==> config.mk <==
export PLATFORM = sky130hd
export DESIGN_NAME = tpu_array_ctrl
export DESIGN_NICKNAME = d
export VERILOG_FILES = /design/src/rtl/tpu_array_ctrl.sv
export SDC_FILE = /design/constraint.sdc
export NUM_CORES = 1
export LEC_CHECK = 0
export BUFFER_PORTS_ARGS = -buffer_cell sky130_fd_sc_hd__buf_4
export CAP_MARGIN = 25
export CORE_AREA = 2 2 39 41
export CTS_CLUSTER_DIAMETER = 80
export CTS_CLUSTER_SIZE = 14
export DETAILED_ROUTE_END_ITERATION = 10
export DIE_AREA = 0 0 41 43
export PLACE_DENSITY = 0.82
export RECOVER_POWER = 25
export SKIP_LAST_GASP = 1
export SLEW_MARGIN = 10
export SYNTH_ARGS = -nofsm -noshare
export SYNTH_HDL_FRONTEND = slang
export SYNTH_SLANG_ARGS = --single-unit
==> constraint.sdc <==
create_clock -name clk -period 2 [get_ports clk]
set_input_delay 0.1 -clock clk [delete_from_list [all_inputs] [get_ports clk]]
set_output_delay 0.1 -clock clk [all_outputs]
set_load 0.005 [all_outputs]
==> src/rtl/tpu_array_ctrl.sv <==
// Job sequencer for a DIM x DIM tpumac systolic array: C load/clear, A/B streaming, C drain.
// Outputs are decoded combinationally from state, cnt, load_c_q and stall.
module tpu_array_ctrl #(
  parameter  int DIM   = 8,
  localparam int CNT_W = $clog2(3*DIM),
  localparam int IDX_W = $clog2(DIM)
) (
  input  logic             clk,
  input  logic             rst_n,
  input  logic             start,
  input  logic             load_c,
  input  logic             stall,
  output logic             busy,
  output logic             done,
  output logic             mac_en,
  output logic             mac_wren,
  output logic             ab_rd_en,
  output logic [IDX_W-1:0] ab_rd_idx,
  output logic             c_rd_en,
  output logic             c_zero,
  output logic [IDX_W-1:0] c_idx,
  output logic             cout_valid
);

  typedef enum logic [2:0] {IDLE, LOAD, COMPUTE, DRAIN, FINISH} state_t;

  state_t             state, state_n;
  logic [CNT_W-1:0]   cnt, cnt_n;
  logic               load_c_q;
  logic               run;

  localparam logic [CNT_W-1:0] ROW_LAST  = CNT_W'(DIM - 1);
  localparam logic [CNT_W-1:0] COMP_LAST = CNT_W'(3*DIM - 3);
  localparam logic [CNT_W-1:0] ROWS      = CNT_W'(DIM);

  assign run = ~stall;

  always_ff @(posedge clk) begin
    if (!rst_n) begin
      state    <= IDLE;
      cnt      <= '0;
      load_c_q <= 1'b0;
    end else begin
      state <= state_n;
      cnt   <= cnt_n;
      if (state == IDLE && start) load_c_q <= load_c;
    end
  end

  always_comb begin
    state_n    = state;
    cnt_n      = cnt;
    busy       = 1'b0;
    done       = 1'b0;
    mac_en     = 1'b0;
    mac_wren   = 1'b0;
    ab_rd_en   = 1'b0;
    ab_rd_idx  = '0;
    c_rd_en    = 1'b0;
    c_zero     = 1'b0;
    c_idx      = '0;
    cout_valid = 1'b0;
    case (state)
      IDLE: begin
        if (start) begin
          state_n = LOAD;
          cnt_n   = '0;
        end
      end
      LOAD: begin
        busy     = 1'b1;
        mac_en   = run;
        mac_wren = run;
        c_rd_en  = load_c_q & run;
        c_zero   = ~load_c_q;
        c_idx    = cnt[IDX_W-1:0];
        if (run) begin
          if (cnt == ROW_LAST) begin
            state_n = COMPUTE;
            cnt_n   = '0;
          end else begin
            cnt_n = cnt + CNT_W'(1);
          end
        end
      end
      COMPUTE: begin
        busy   = 1'b1;
        mac_en = run;
        // Past the last vector the skew buffers are left to flush zeros in.
        if (cnt < ROWS) begin
          ab_rd_en  = run;
          ab_rd_idx = cnt[IDX_W-1:0];
        end
        if (run) begin
          if (cnt == COMP_LAST) begin
            state_n = DRAIN;
            cnt_n   = '0;
          end else begin
            cnt_n = cnt + CNT_W'(1);
          end
        end
      end
      DRAIN: begin
        busy       = 1'b1;
        mac_en     = run;
        mac_wren   = run;
        c_zero     = 1'b1;
        cout_valid = run;
        c_idx      = cnt[IDX_W-1:0];
        if (run) begin
          if (cnt == ROW_LAST) begin
            state_n = FINISH;
            cnt_n   = '0;
          end else begin
            cnt_n = cnt + CNT_W'(1);
          end
        end
      end
      FINISH: begin
        busy    = 1'b1;
        done    = 1'b1;
        state_n = IDLE;
        cnt_n   = '0;
      end
      default: begin
        state_n = IDLE;
        cnt_n   = '0;
      end
    endcase
  end

endmodule

== After elaboration in Yosys (flattened, before gate mapping) ==
Cells that the tools add are included.
Word-level totals
  register bits after elaboration: 9
  word-level logic and storage cells: 55
Cells by class
  $add $sub $neg: 1
  order comparisons: 1
  eq/ne operators: 14
  muxes and demuxes: 26
  bitwise operators: 3
  reduce and logical (&&, ||, !) cells: 7
Operators with widths (number)
  $mux 3: 10
  $mux 5: 5
  $ne 2x2->1 const B: 8
  $pmux 5 s3: 1
  $pmux 3 s4: 1
  $mux 1: 8
  $reduce_and 7->1: 1
  $eq 3x2->1 const B: 2
  $add 5x1->5 const B: 1
  $eq 5x3->1 const B: 1
  $eq 5x5->1 const B: 1
  $lt 5x4->1 const B: 1
  $reduce_or 4->1: 1
  $eq 3x1->1 const B: 1
  $eq 3x3->1 const B: 1
  $logic_not 3->1: 1
  $reduce_and 3->1: 1
  $reduce_or 3->1: 1
  $not 1->1: 2
  $pmux 1 s2: 1
  $reduce_or 2->1: 1
  $and 1x1->1: 1
  $logic_and 1x1->1: 1

== Logic depth before layout (Yosys ltp) ==
Gate-level depths: netlist of run 1.
  word-level depth: 4
  mapped depth: 6

== Worst setup path before layout of run 1 ==
Ideal clock, no wire load.
  path kind: reg-to-reg
  start: register cnt[0]
  end: register state[0]
  library setup time: 70 ps
  arrival time: 1654 ps
  data required time: 1930 ps
  setup slack: 276 ps
  cell stages (with the launch flop): 6
  path through: dfxtp_1 -> ha_1 -> nor4bb_1 -> o22ai_1 -> or4_1 -> a21oi_1
Between the ends
  cells in the longest elaborated chain, start to end: 3
Ends and longest elaborated chain
  start, declared: RTL line 28  | logic [CNT_W-1:0] cnt, cnt_n;
  start signal, assigned: RTL line 45  | cnt <= cnt_n;
  $eq 5x5->1 / $eq 5x3->1 (equally long branches): RTL line 95, 78, 111
  $ne 2x2->1 (no source line)
  $reduce_and 7->1 (no source line) (*)
  end signal, assigned: RTL line 44  | state <= state_n;
  end, declared: RTL line 27  | state_t state, state_n;
Mark *: on every way between the ends. The rest lies on a longest branch, timed or not.
A chain may end at the register's enable or synchronous reset.

== Worst setup path in the final report of run 1 ==
Same ends and word-level chain as after synthesis.

==> impl_metrics.toml, run 1 <==
[floorplan]
fp.dieW_um = 41
die_h_um = 43
dieArea_mm2 = 0.00176
fp.coreArea_mm2 = 0.00138
core.rowCount = 14
ios = 19
initial_utilization_pct = 44.1

[grt]
grt_start_max_net_pins = 14
first_global_vias = 575
grt_first_pass_wirelength_um = 2460
antenna_found_initial = 0
gr-total-overflow = 0
grt_use_total_pct = 20.9

[timing]
fmax_ghz = 0.542
finClkSkew_ns = 0.000611
rsz0062_at_grt = "false"
worst_pin_slew_ns = 0.426
period_share_pct = 92.3
setup_viol = 0
setup_tns_ns = 0
whs_ns = 0.0785
slew_viol_final = 0
min_period_ns = 1.85
hold_violations = 0
timing.slew.headroom_pct = 71.2

[final_layout]
instances_no_fill = 114
diodes = 0
syn2layout_area_growth_pct = 32.8
final_cell_mix = "21 x buf_4, 9 x dfxtp_1"
nets = 106
final_common_cell = "buf_4"
drive_above_1_share_pct = 29.6

[placed_design]
dp.cells = 110
dp_hpwl_um = 1080
port_buffers = 18
place_congestion = 0.865

[setup_path]
cp-start-kind = "register"
crit_path_cell_trace = "ha_1, nor4bb_4, o22ai_1, or4_1, a21oi_1"
crit_slowest_cell = "dfxtp_1"
end_kind = "register"
critPathMaxFanout = 7
cp.required_ns = 2.20
cp.arrival_ns = 2.05
criticalPathCategory = "reg2reg"
slowest_delay_ns = 0.43

[synthesis]
yosysWarnings = 0
yosys-top-cells-area = "dfxtp_1 30%, and2_1 5.1%, a21oi_1 4.1%"
synth_nets = 83
synthCells = 76
yosys.cell_types.count = 32
synth_top_cell_area_share_pct = 29.5
syn_area_um2 = 611
ys_seq_elements = 9
syn_area_per_cell_um2 = 8.03
ys_seq_area_share_pct = 29.5
synth_top_area_cell = "dfxtp_1"

[power]
vdd_drop_max_mv = 0.446
p_total_uw = 505
p_per_area_mw_per_mm2 = 623
leakage_uw = 0.000325

[clock_network]
clk_latency_ns = 0.27
numCtsBuffers = 3
htree_levels = 1
cts_tree = "done"
cts-root-buf = "clkbuf_4"
clock_sinks = 9
clockBufferDepth = 2
clkTransAtPathRegs_ns = 0.06
holdBufCountCts = 0

[drt]
via_per_inst = 5.88
drt_iter0_markers = 24
ant_nets = 0
drt_wl_total_um = 1580
wl_per_cell_um = 13.8
drc = 0
vias = 670
first_pass_iters = 5

[run_status]
outcome = "completed"

[worst_hold_path]
min_path_type = "in2reg"

[flow_run]
maxCapViolCount = 0
## worst max-delay path: cells and delay by family, from the launching register on
| family | cells | cell delay, ns |
|---|---|---|
| simple gates | 2 | 0.79 |
| flops | 1 | 0.43 |
| fa+ha+maj | 1 | 0.24 |
| compound gates | 2 | 0.32 |
## per-layer routing
layer | GRT usage, % | vias to the layer above | share of wire, %
li1 | - | 323 | -
met3 | 4.71 | 7 | 7.5
met1 | 27.0 | 309 | 42
met4 | 12.0 | 0 | 2.8
met5 | 0 | - | 0
met2 | 30.3 | 31 | 48
## cells in the mapped netlist
| library cell | count |
|---|---|
| nand2_1 | 5 |
| nor2b_1 | 1 |
| or2b_1 | 1 |
| nor3_1 | 5 |
| or3_1 | 2 |
| and2_1 | 5 |
| o21ai_0 | 2 |
| ha_1 | 2 |
| nor4bb_1 | 1 |
| inv_1 | 3 |
| o22a_1 | 1 |
| and3_1 | 1 |
| nand3b_1 | 2 |
| buf_6 | 1 |
| nand4bb_1 | 1 |
| xnor2_1 | 2 |
| or3_2 | 1 |
| nor2_1 | 4 |
| a21oi_1 | 5 |
| nand3_1 | 5 |
| o31ai_2 | 1 |
| or4_1 | 2 |
| and4b_1 | 1 |
| nor4b_1 | 1 |
| dfxtp_1 | 9 |
| o22ai_1 | 1 |
| nor4_1 | 2 |
| a31oi_1 | 3 |
| buf_2 | 3 |
| or3b_4 | 1 |
| or4b_1 | 1 |
| mux2i_1 | 1 |
## cells by family after synthesis
| group | synth area share (%) |
|---|---|
| AND/OR/NAND/NOR | 42.4 |
| AO/OA/AOI/OAI | 13.3 |
| flip-flops | 29.5 |
| buffers and inverters | 6.15 |
| XOR/XNOR | 2.87 |
| adder cells (fa/ha/maj) | 4.10 |
| multiplexers | 1.64 |
## registers in the layout, summed over array words and instances (netlist names)
signal and cells:
cnt 5, state 3, load_c_q 1
## per-stage QoR
stage / area [µm²] / worst slack, ns / util, %
floorplan: 611 / 0.276 / -
global placement: 769 / 0.187 / 55.6
detailed placement: 769 / 0.0906 / 55.6
CTS: 796 / 0.0580 / 57.5
global route: 811 / 0.0280 / 58.6
finish: 811 / 0.154 / 58.6
## power breakdown
| group | leakage (µW) | total, µW | internal (µW) | switching [µW] |
|---|---|---|---|---|
| clock network | 0.0000150 | 148 | 77.4 | 70.6 |
| logic | 0.000237 | 153 | 78.6 | 74.0 |
| registers | 0.0000730 | 205 | 189 | 15.8 |
## path summary, 6_finish.rpt
path,from,end,slack [ns],depth (start not counted)
setup / recovery,cnt[0],state[0],0.15,5
hold / removal,load_c,load_c_q,0.08,3
setup reg to reg,cnt[0],state[0],0.15,5
hold reg to reg,cnt[1],cnt[1],0.49,2
## cell type report
cell class,instances,area [µm²]
tap,16,20.0
clock buffer,4,26.3
timing repair buffer,22,165
inverter,3,11.3
fill,131,573
multi-input combinational,60,408
sequential,9,180
## what timing repair did
item,4_1_cts,5_1_grt
setup buffers,0,0
gates resized for setup,0,2
endpoints found under the setup margin,0,1
No activity file was read; power rests on OpenSTA's default activity.
==> run 2: changes to the inputs <==
- CORE_AREA: 2 2 39 41 -> not set
- CORE_UTILIZATION: not set -> 43
- DIE_AREA: 0 0 41 43 -> not set
- PLACE_DENSITY: 0.82 -> 0.81
- clock period: 2 -> 1.6 ns (I/O delays scaled with it)
==> run 2 against run 1 <==
The flow now finishes with violations (setup timing). Core utilization rose by 20 points. Flip-flop and latch count unchanged. Largest cell class unchanged. Critical endpoint is now cnt[0]. Critical path type unchanged. Die area shrank 11%. Non-clock buffer count is 18 higher. Power increased by 45%. Sequential power up 26%. Global-route usage up 6.2 points. Maximum frequency increased by 8.3%.
==> impl_metrics.toml, run 2 (same netlist as run 1, synthesis figures left out) <==
[floorplan]
core.rowCount = 13
ios = 19
die_h_um = 39.7
fp.coreArea_mm2 = 0.00132
dieArea_mm2 = 0.00157
fp.dieW_um = 39.7
initial_utilization_pct = 46.3

[run_status]
outcome = "finished, violations left"
violations = "setup timing"

[clock_network]
clockBufferDepth = 2
clock_sinks = 9
clkTransAtPathRegs_ns = 0.07
clk_latency_ns = 0.26
cts-root-buf = "clkbuf_4"
htree_levels = 1
holdBufCountCts = 0
cts_tree = "done"
numCtsBuffers = 3

[setup_path]
cp-start-kind = "register"
crit_path_cell_trace = "inv_2, ha_4, and4b_2, o22a_1, buf_4, or3_1, a21oi_1"
cp.arrival_ns = 1.90
slowest_delay_ns = 0.36
crit_slowest_cell = "or3_1"
criticalPathCategory = "reg2reg"
cp.required_ns = 1.79
critPathMaxFanout = 3
end_kind = "register"

[final_layout]
fillerInstances = 83
final_cell_mix = "38 x buf_4, 6 x dfxtp_1, 5 x nand2_1, 5 x nand3_1"
drive_above_1_share_pct = 51.7
diodes = 0
largest_reg_flops = 5
ff_latch_area_um2 = 186
top_regs = "cnt: 5 flops, state: 3 flops, load_c_q: 1 flops"
syn2layout_area_growth_pct = 69.9
nets = 124
top_register = "cnt"
final_common_cell = "buf_4"
instances_no_fill = 131
multi_input_area_um2 = 487

[timing]
period_share_pct = 107
finClkSkew_ns = 0.00483
slew_viol_final = 0
worst_pin_slew_ns = 0.440
fmax_ghz = 0.587
hold_violations = 0
min_period_ns = 1.70
timing.slew.headroom_pct = 70.3
setup_viol = 6
timing.final.ws_setup_ns = -0.104
rsz0062_at_grt = "true"

[drt]
drc = 0
drt_wl_total_um = 2040
ant_nets = 0
wl_per_cell_um = 15.5
vias = 760
first_pass_iters = 4
drt_iter0_markers = 16
via_per_inst = 5.80

[grt]
gr-total-overflow = 0
grt_use_total_pct = 27.1
first_global_vias = 638
antenna_found_initial = 0
grt_first_pass_wirelength_um = 2750
grt_start_max_net_pins = 9

[power]
leakage_uw = 0.000431
vdd_drop_max_mv = 0.451
p_per_area_mw_per_mm2 = 707
p_int_uw = 497
swShare_pct = 32.3
pwr-share-comb_pct = 39.9
clkPwrFrac_pct = 24.8
p_total_uw = 733
seqPwrFrac_pct = 35.3
power_switching_uw = 237

[placed_design]
port_buffers = 18
place_congestion = 0.869
dp.cells = 121
dp_hpwl_um = 1340

[flow_run]
maxCapViolCount = 0

[worst_hold_path]
min_path_type = "in2reg"
## run 2: worst paths after layout
| check | to | depth (start not counted) | slack [ns] | from |
|---|---|---|---|---|
| worst min register to register | state[2] | 2 | 0.50 | state[1] |
| worst max register to register | cnt[0] | 7 | -0.10 | cnt[1] |
| worst min-delay path | load_c_q | 3 | 0.06 | load_c |
| worst max-delay path | cnt[0] | 7 | -0.10 | cnt[1] |
## run 2: routing by layer
metal  global-route usage, %  wire, µm
met2                    48.4      1090
met5                       0         0
met4                    12.9        12
met1                    31.1       842
met3                    3.41        88
## run 2: repair_timing
action | in CTS | in global routing
setup endpoints to repair | 9 | 11
setup buffers | 3 | 2
gates cloned | 1 | 0
resized for setup | 13 | 10
pin swaps | 1 | 5
## run 2: power by group through the flow
stage | logic (µW) | clock network [µW] | registers, µW
global route | 313 | 199 | 261
finish | 293 | 182 | 259
CTS | 256 | 184 | 253
floorplan | 129 | 0 | 248
detailed placement | 222 | 0 | 256
global placement | 214 | 0 | 254
## run 2: area by class of cell
cell class | instances | area share [%]
multi-input cells | 60 | 46.9
repair buffers | 40 | 29.7
flip-flops and latches | 9 | 18.0
clock buffers | 4 | 2.53
well taps | 15 | 1.81
inverters | 3 | 1.09
## run 2: critical path: cells and delay by family, from the launching register on
family,cells,cell delay [ns]
buf+inv,2,0.20
compound gates,2,0.36
fa+ha+maj,1,0.14
flops,1,0.35
simple gates,2,0.60
## run 2: per-stage QoR
step | setup TNS (ns) | cell area (µm²) | hold WS, ns | worst slack, ns | utilization, %
final | -0.343 | 1040 | 0.0637 | -0.104 | 78.7
after global routing | -0.735 | 1040 | 0.0847 | -0.158 | 78.7
after CTS | -0.123 | 973 | 0.0629 | -0.0792 | 73.9
after detailed placement | -0.156 | 877 | 0.340 | -0.0683 | 66.6
after global placement | -0.0329 | 877 | 0.320 | -0.0205 | 66.6
after floorplan | -0.0613 | 629 | 0.194 | -0.0360 | -
